$ cat src/rtl/store_monitor_pkg.sv
// Shared types and constants for the store_monitor checker and its comparator sub-block.
package store_monitor_pkg;

  typedef enum logic [1:0] {
    ST_IDLE = 2'd0,
    ST_RUN  = 2'd1,
    ST_PASS = 2'd2,
    ST_FAIL = 2'd3
  } state_t;

  localparam logic [1:0] FC_NONE     = 2'b00;
  localparam logic [1:0] FC_MISMATCH = 2'b01;
  localparam logic [1:0] FC_TIMEOUT  = 2'b10;

  // A one-entry table still needs a one-bit index port.
  function automatic int idx_width(input int depth);
    return (depth > 1) ? $clog2(depth) : 1;
  endfunction

endpackage

$ cat src/rtl/store_monitor_match.sv
// Parallel (address, data) comparator over the expected table with a lowest-index priority encoder.
module store_monitor_match
  import store_monitor_pkg::*;
#(
  parameter int DEPTH = 8,
  parameter int AW    = 32,
  parameter int DW    = 32,
  parameter int IW    = idx_width(DEPTH)
) (
  input  logic [AW-1:0]    addr_tab [DEPTH],
  input  logic [DW-1:0]    data_tab [DEPTH],
  input  logic [DEPTH-1:0] avail,
  input  logic [AW-1:0]    dataadr,
  input  logic [DW-1:0]    writedata,
  output logic             hit_any,
  output logic [IW-1:0]    hit_idx
);

  logic [DEPTH-1:0] eq;

  generate
    for (genvar gi = 0; gi < DEPTH; gi++) begin : g_cmp
      assign eq[gi] = avail[gi] && (addr_tab[gi] == dataadr) && (data_tab[gi] == writedata);
    end
  endgenerate

  // Scanning downwards leaves the lowest matching index as the winner.
  always_comb begin
    hit_any = |eq;
    hit_idx = '0;
    for (int i = DEPTH - 1; i >= 0; i--) begin
      if (eq[i]) hit_idx = IW'(i);
    end
  end

endmodule

$ cat src/rtl/store_monitor.sv
// Store checker for the data-memory write port: compares each store to a loaded expected table.
// Optional RUN-state timeout enabled by defining STORE_MONITOR_TIMEOUT_EN.
module store_monitor
  import store_monitor_pkg::*;
#(
  parameter int DEPTH       = 8,
  parameter int AW          = 32,
  parameter int DW          = 32,
  parameter int ORDERED     = 1,
  parameter int IGNORE_ADDR = 80,
  parameter int TIMEOUT     = 1000,
  localparam int IW         = idx_width(DEPTH),
  localparam int CW         = $clog2(DEPTH) + 1
) (
  input  logic          clk,
  input  logic          reset,
  input  logic          load_en,
  input  logic [IW-1:0] load_idx,
  input  logic [AW-1:0] load_addr,
  input  logic [DW-1:0] load_data,
  input  logic [CW-1:0] exp_count,
  input  logic          start,
  input  logic          memwrite,
  input  logic [AW-1:0] dataadr,
  input  logic [DW-1:0] writedata,
  output logic          pass,
  output logic          fail,
  output logic [1:0]    fail_code,
  output logic [AW-1:0] fail_addr,
  output logic [DW-1:0] fail_data,
  output logic [CW-1:0] match_count,
  output logic [15:0]   ignored_count,
  output logic          busy
);

  localparam logic [AW-1:0] IGN_ADDR = AW'(IGNORE_ADDR);

  state_t            state_reg, state_next;
  logic [CW-1:0]     cnt_reg, cnt_next;
  logic [CW-1:0]     match_count_reg, match_count_next;
  logic [15:0]       ignored_count_reg, ignored_count_next;
  logic [DEPTH-1:0]  hit_reg, hit_next;
  logic [1:0]        fail_code_reg, fail_code_next;
  logic [AW-1:0]     fail_addr_reg, fail_addr_next;
  logic [DW-1:0]     fail_data_reg, fail_data_next;
  logic [CW-1:0]     exp_clamped;
  logic [CW-1:0]     match_inc;

  logic [AW-1:0]     addr_tab [DEPTH];
  logic [DW-1:0]     data_tab [DEPTH];

  logic              match_any;
  logic [DEPTH-1:0]  match_mask;

`ifdef STORE_MONITOR_TIMEOUT_EN
  logic [31:0]       run_cnt_reg, run_cnt_next;
`else
  wire  [31:0]       unused_timeout = 32'(TIMEOUT);
`endif

  // Table is deliberately not reset; it is rewritten only while idle.
  always_ff @(posedge clk) begin
    if (state_reg == ST_IDLE && load_en) begin
      addr_tab[load_idx] <= load_addr;
      data_tab[load_idx] <= load_data;
    end
  end

  generate
    if (ORDERED != 0) begin : g_ord
      logic [IW-1:0] ord_idx;
      assign ord_idx    = match_count_reg[IW-1:0];
      assign match_any  = (addr_tab[ord_idx] == dataadr) && (data_tab[ord_idx] == writedata);
      assign match_mask = '0;
    end else begin : g_uno
      logic [DEPTH-1:0] valid;
      logic [IW-1:0]    hit_idx;
      for (genvar gi = 0; gi < DEPTH; gi++) begin : g_valid
        assign valid[gi] = (CW'(gi) < cnt_reg);
      end
      store_monitor_match #(
        .DEPTH (DEPTH),
        .AW    (AW),
        .DW    (DW),
        .IW    (IW)
      ) u_match (
        .addr_tab  (addr_tab),
        .data_tab  (data_tab),
        .avail     (valid & ~hit_reg),
        .dataadr   (dataadr),
        .writedata (writedata),
        .hit_any   (match_any),
        .hit_idx   (hit_idx)
      );
      assign match_mask = DEPTH'(1) << hit_idx;
    end
  endgenerate

  assign exp_clamped = (exp_count > CW'(DEPTH)) ? CW'(DEPTH) : exp_count;
  assign match_inc   = match_count_reg + CW'(1);

  always_comb begin
    state_next         = state_reg;
    cnt_next           = cnt_reg;
    match_count_next   = match_count_reg;
    ignored_count_next = ignored_count_reg;
    hit_next           = hit_reg;
    fail_code_next     = fail_code_reg;
    fail_addr_next     = fail_addr_reg;
    fail_data_next     = fail_data_reg;
`ifdef STORE_MONITOR_TIMEOUT_EN
    run_cnt_next       = run_cnt_reg;
`endif
    case (state_reg)
      ST_IDLE: begin
        if (start) begin
          cnt_next         = exp_clamped;
          match_count_next = '0;
          hit_next         = '0;
`ifdef STORE_MONITOR_TIMEOUT_EN
          run_cnt_next     = '0;
`endif
          state_next       = (exp_clamped == '0) ? ST_PASS : ST_RUN;
        end
      end
      ST_RUN: begin
        if (memwrite) begin
          // A table hit is checked before the ignore address so entries may use it.
          if (match_any) begin
            match_count_next = match_inc;
            hit_next         = hit_reg | match_mask;
            if (match_inc == cnt_reg) state_next = ST_PASS;
          end else if (dataadr == IGN_ADDR) begin
            if (ignored_count_reg != 16'hFFFF) ignored_count_next = ignored_count_reg + 16'd1;
          end else begin
            state_next     = ST_FAIL;
            fail_code_next = FC_MISMATCH;
            fail_addr_next = dataadr;
            fail_data_next = writedata;
          end
        end
`ifdef STORE_MONITOR_TIMEOUT_EN
        run_cnt_next = run_cnt_reg + 32'd1;
        if (state_next == ST_RUN && run_cnt_next == 32'(TIMEOUT)) begin
          state_next     = ST_FAIL;
          fail_code_next = FC_TIMEOUT;
          fail_addr_next = '0;
          fail_data_next = '0;
        end
`endif
      end
      default: ;
    endcase
  end

  always_ff @(posedge clk) begin
    if (reset) begin
      state_reg         <= ST_IDLE;
      cnt_reg           <= '0;
      match_count_reg   <= '0;
      ignored_count_reg <= '0;
      hit_reg           <= '0;
      fail_code_reg     <= FC_NONE;
      fail_addr_reg     <= '0;
      fail_data_reg     <= '0;
`ifdef STORE_MONITOR_TIMEOUT_EN
      run_cnt_reg       <= '0;
`endif
    end else begin
      state_reg         <= state_next;
      cnt_reg           <= cnt_next;
      match_count_reg   <= match_count_next;
      ignored_count_reg <= ignored_count_next;
      hit_reg           <= hit_next;
      fail_code_reg     <= fail_code_next;
      fail_addr_reg     <= fail_addr_next;
      fail_data_reg     <= fail_data_next;
`ifdef STORE_MONITOR_TIMEOUT_EN
      run_cnt_reg       <= run_cnt_next;
`endif
    end
  end

  assign pass          = (state_reg == ST_PASS);
  assign fail          = (state_reg == ST_FAIL);
  assign busy          = (state_reg == ST_RUN);
  assign fail_code     = fail_code_reg;
  assign fail_addr     = fail_addr_reg;
  assign fail_data     = fail_data_reg;
  assign match_count   = match_count_reg;
  assign ignored_count = ignored_count_reg;

endmodule
$ cat config.mk
export PLATFORM = sky130hd
export DESIGN_NAME = store_monitor
export DESIGN_NICKNAME = d
export VERILOG_FILES = /design/src/rtl/store_monitor_pkg.sv /design/src/rtl/store_monitor_match.sv /design/src/rtl/store_monitor.sv
export SDC_FILE = /design/constraint.sdc
export NUM_CORES = 1
export LEC_CHECK = 0
export CORE_UTILIZATION = 60
export DETAILED_ROUTE_END_ITERATION = 8
export GPL_ROUTABILITY_DRIVEN = 0
export GPL_TIMING_DRIVEN = 0
export PLACE_DENSITY = 0.83
export SYNTH_ARGS = -nofsm -noshare
export SYNTH_HDL_FRONTEND = slang
export SYNTH_SLANG_ARGS = --single-unit
$ cat constraint.sdc
create_clock -name clk -period 20.7 [get_ports clk]
set_clock_uncertainty 0.2 [all_clocks]
set_input_delay 4.14 -clock clk [delete_from_list [all_inputs] [get_ports clk]]
set_output_delay 4.14 -clock clk [all_outputs]
set_load 0.01 [all_outputs]
==> summary.log <==
[run_status] run status complete, no violations
[placement] Port-buffer cells 226
[placement] Post-DP HPWL 40200 um
[hold_path] hold crit path type reg -> reg
[sta] unrepaired setup endpoints after global routing false
[layout] Multi-input gate area 6140 um2
[layout] filler cell count in the final layout 2126
[critical_path] slowest stage cell, crit path clkdlybuf4s50_1
[layout] share of post-route cells with drive strength above 1 17.3%
[layout] final non-filler cell area 29100 um2
[synthesis] dominant synthesized flop cell edfxtp_1
[drt] Top Metal Used met5
[power] ratio of total power to cell area 89.4 nW/um2
[drt] amount of wire on met3 after detailed routing 7380 um
[layout] fraction of the core area covered by cells at the end of the flow 74.9%
[drt] vias 13.8k
[synthesis] Compound-Gate Fraction of Synth Area 2.04%
[global_route] wire length of the first global-routing pass 89700 um
[synthesis] fraction of the mapped netlist area in adder cells 0.105%
[critical_path] largest stage delay on the critical path 0.60 ns
[sta] Hold Worst Slack 0.256 ns
[synthesis] Async SR Flop Fraction 0%
[die] die height 201 um
[clock_tree] master cell of the clock root buffer clkbuf_16
[die] total die area 40400 um2
[sta] worst-margin pin slew 1.42 ns
[clock_tree] htree depth 2
[critical_path] signal arrival time at the worst endpoint 7.35 ns
[critical_path] Data required, critical path 20.96 ns
[synthesis] simple-gate share of the synthesized area 4.05%
[die] standard-cell row count 72
[synthesis] XOR/XNOR Fraction of Synth Area 2.32%
[drt] final WL 62500 um
[layout] leading registers by flop count addr_tab: 256 flops, data_tab: 256 flops
[sta] final critical delay including setup and external delays 7.09 ns
[clock_tree] number of buffers created by CTS 58
[die] Horiz. Die Dim 201 um
[sta] Tcrit/Tclk final 34.3%
[global_route] largest net degree at the start of global routing 26
[synthesis] Unique masters post-synth 54
[clock_tree] worst-skew pair later-pin latency 0.62 ns
[synthesis] mux cell area share after synthesis 17.1%
[critical_path] category of the most critical setup path in -> reg
[sta] peak clock frequency supported by timing 141 MHz
[layout] synthesis-to-finish area growth 22.4%
[die] number of primary I/O pins 229
[sta] number of max-slew violations in the final report 0
[job] total of max-cap violations 0
[clock_tree] clock sink count 606
[drt] ratio of routed vias to standard cells 6.39
[clock_tree] TritonCTS clock tree yes
[synthesis] number of instances in the synthesized netlist 1268
[layout] layout net count 1726
[clock_tree] Hold-fix buffers, CTS 0
[critical_path] cell-by-cell listing of the critical path clkdlybuf4s50_1, xor2_1, nand4_1, nor3_1, nand4_1, o21ai_2, buf_6, buf_6, mux2i_1, nor2_1
[synthesis] Yosys Warn Count 0
[synthesis] syn nets 1410
[layout] combined flip-flop and latch cell area 17300 um2
[power] maximum VDD drop 0.0676 mV
[die] core region area 38800 um2
[power] leakage component of the power 9.63 nW
[critical_path] type of element launching the critical path input port
[global_route] global-route total usage across every layer 30.8%
[synthesis] synthesized area per cell 18.7 um2
[clock_tree] clock transition at the registers of the reported paths 0.06 ns
[drt] post-route ant nets 0
[drt] WL/cell 29.0 um
[placement] cell area after placement 27200 um2
[sta] setup TNS 0 ns
[clock_tree] buffer depth of the longest clock path 3
[global_route] vias in the first global route 13.9k
[drt] drt drc 0
[sta] total setup violations reported at the end of the flow 0
[clock_tree] post-cts sizing count 0
[hold_path] cell depth of the worst hold path 2
[synthesis] share of the yosys chip area belonging to registers 72.6%
[global_route] Remaining Overflow, GRT 0
[drt] length of routed wiring on met1 22900 um
[synthesis] number of synthesized register bits 606
[clock_tree] post-CTS setup-driven buffer insertion count 0
[die] effective utilization at floorplan 61.2%
[global_route] initial antenna violation count 10
[critical_path] critical path peak fanout 10
[synthesis] main combinational cell family by area after synthesis multiplexers
[drt] DRT iter0 DRCs 1808
[drt] first drt pass iteration count 8
[drt] amount of wire on met2 after detailed routing 29700 um
[critical_path] capturing element type of the critical path flop
[synthesis] number of enable flip-flop cells after synthesis 512
[synthesis] cell area after technology mapping 23800 um2
[critical_path] count of cells along the worst register-to-register path 14
[sta] max-slew headroom at the worst pin 5.49%
[sta] Final Hold Viols 0
==> critical path: cells and delay by family <==
family	cells	cell delay (ns)
multiplexers	1	0.25
AO/OA/AOI/OAI	1	0.38
XOR/XNOR	1	0.21
AND/OR/NAND/NOR	4	1.17
buffers and inverters	3	1.17
==> cell usage in the layout (no fill, tap or decap), types with 7 or more instances in the layout <==
cell             Yosys  final
edfxtp_1           512    512
clkdlybuf4s50_1      0    226
mux2i_1            152    152
mux4_2             112    112
dfxtp_1             94     94
nor2_1              83     77
clkbuf_16            0     59
xor2_1              47     47
clkbuf_1            12     30
a21oi_1             27     27
buf_6               14     27
buf_2               20     20
nand2_1             19     19
xnor2_1             16     16
nor4_1              14     14
nand3_1             13     13
buf_4               12     12
nand4_1             12     12
a22oi_1             11     11
clkinv_1             0     10
buf_12               0     10
and3_1               9      9
clkinv_2             0      9
o31ai_1              8      8
or4_1                8      8
o21ai_1              7      7
==> synth_stat cells (2+ instances only) <==
| cell | n | share of area, % |
|---|---|---|
| a31o_2 | 2 | 0.074 |
| or3_1 | 6 | 0.16 |
| buf_1 | 2 | 0.032 |
| xor2_1 | 47 | 1.7 |
| nor3_1 | 4 | 0.084 |
| clkbuf_1 | 12 | 0.19 |
| a32o_1 | 2 | 0.084 |
| ha_1 | 2 | 0.11 |
| nor4_1 | 14 | 0.37 |
| and2_1 | 3 | 0.079 |
| and3_1 | 9 | 0.24 |
| nor2_1 | 83 | 1.3 |
| nor2b_1 | 6 | 0.16 |
| xnor2_1 | 16 | 0.59 |
| or4_1 | 8 | 0.25 |
| and4_1 | 2 | 0.074 |
| buf_6 | 14 | 0.66 |
| nor4b_1 | 2 | 0.074 |
| a21oi_1 | 27 | 0.57 |
| nand3_1 | 13 | 0.27 |
| o22ai_1 | 2 | 0.053 |
| o21ai_1 | 7 | 0.15 |
| nand2b_1 | 2 | 0.053 |
| edfxtp_1 | 512 | 65 |
| a22oi_1 | 11 | 0.35 |
| nand2_1 | 19 | 0.30 |
| a31oi_1 | 2 | 0.053 |
| mux2i_1 | 152 | 6.4 |
| buf_4 | 12 | 0.38 |
| buf_2 | 20 | 0.42 |
| o2111ai_1 | 3 | 0.11 |
| nand4_1 | 12 | 0.32 |
| dfxtp_1 | 94 | 7.9 |
| nor3b_1 | 3 | 0.095 |
| inv_1 | 6 | 0.095 |
| mux4_2 | 112 | 11 |
| o31ai_1 | 8 | 0.25 |
==> final timing paths <==
path	from	end	slack, ns
hold / removal	fail_code[0]	fail_code[0]	0.26
hold reg to reg	fail_code[0]	fail_code[0]	0.26
setup / recovery	dataadr[20]	fail_data[29]	13.61
setup reg to reg	flop	fail_data[29]	15.71
==> layer usage <==
layer  GRT usage [%]  up-vias
li1                -     5713
met1            41.6     6915
met2            48.2      958
met3            7.31      165
met4            13.7       12
met5               0        -
==> cell families (layout without fill, tap and decap cells) <==
group	Yosys count	in the layout
simple gates	192	192
mux	265	265
fa+ha+maj	2	2
xor+xnor	63	63
flops	606	606
other cells	1	5
compound gates	73	73
buf+inv	66	430
==> metrics by stage <==
stage          setup WS (ns)  power [W]  cells
2_1_floorplan          11.23    0.00147   1268
3_3_place_gp            6.14    0.00157   2012
3_5_place_dp           13.03    0.00158   2042
4_1_cts                13.65    0.00260   2150
5_1_grt                13.48    0.00266   2153
6_report               13.61    0.00260   2154
==> layout make-up <==
| class | count | area share [%] |
|---|---|---|
| antenna | 4 | 0.0344 |
| buffer | 60 | 1.38 |
| clock buffer | 80 | 5.45 |
| clock inverter | 28 | 0.895 |
| inverter | 6 | 0.0774 |
| multi-input combinational | 596 | 21.1 |
| sequential | 606 | 59.3 |
| tap | 518 | 2.23 |
| timing repair buffer | 256 | 9.50 |
==> power by group <==
part,switching [W],internal [W],leakage (nW)
logic,0.000103,0.0000818,3.33
clock network,0.000444,0.000595,0.901
registers,0.0000135,0.00136,5.40
total,0.000561,0.00204,9.63
Note: power is estimated with default switching activity, not from simulation.
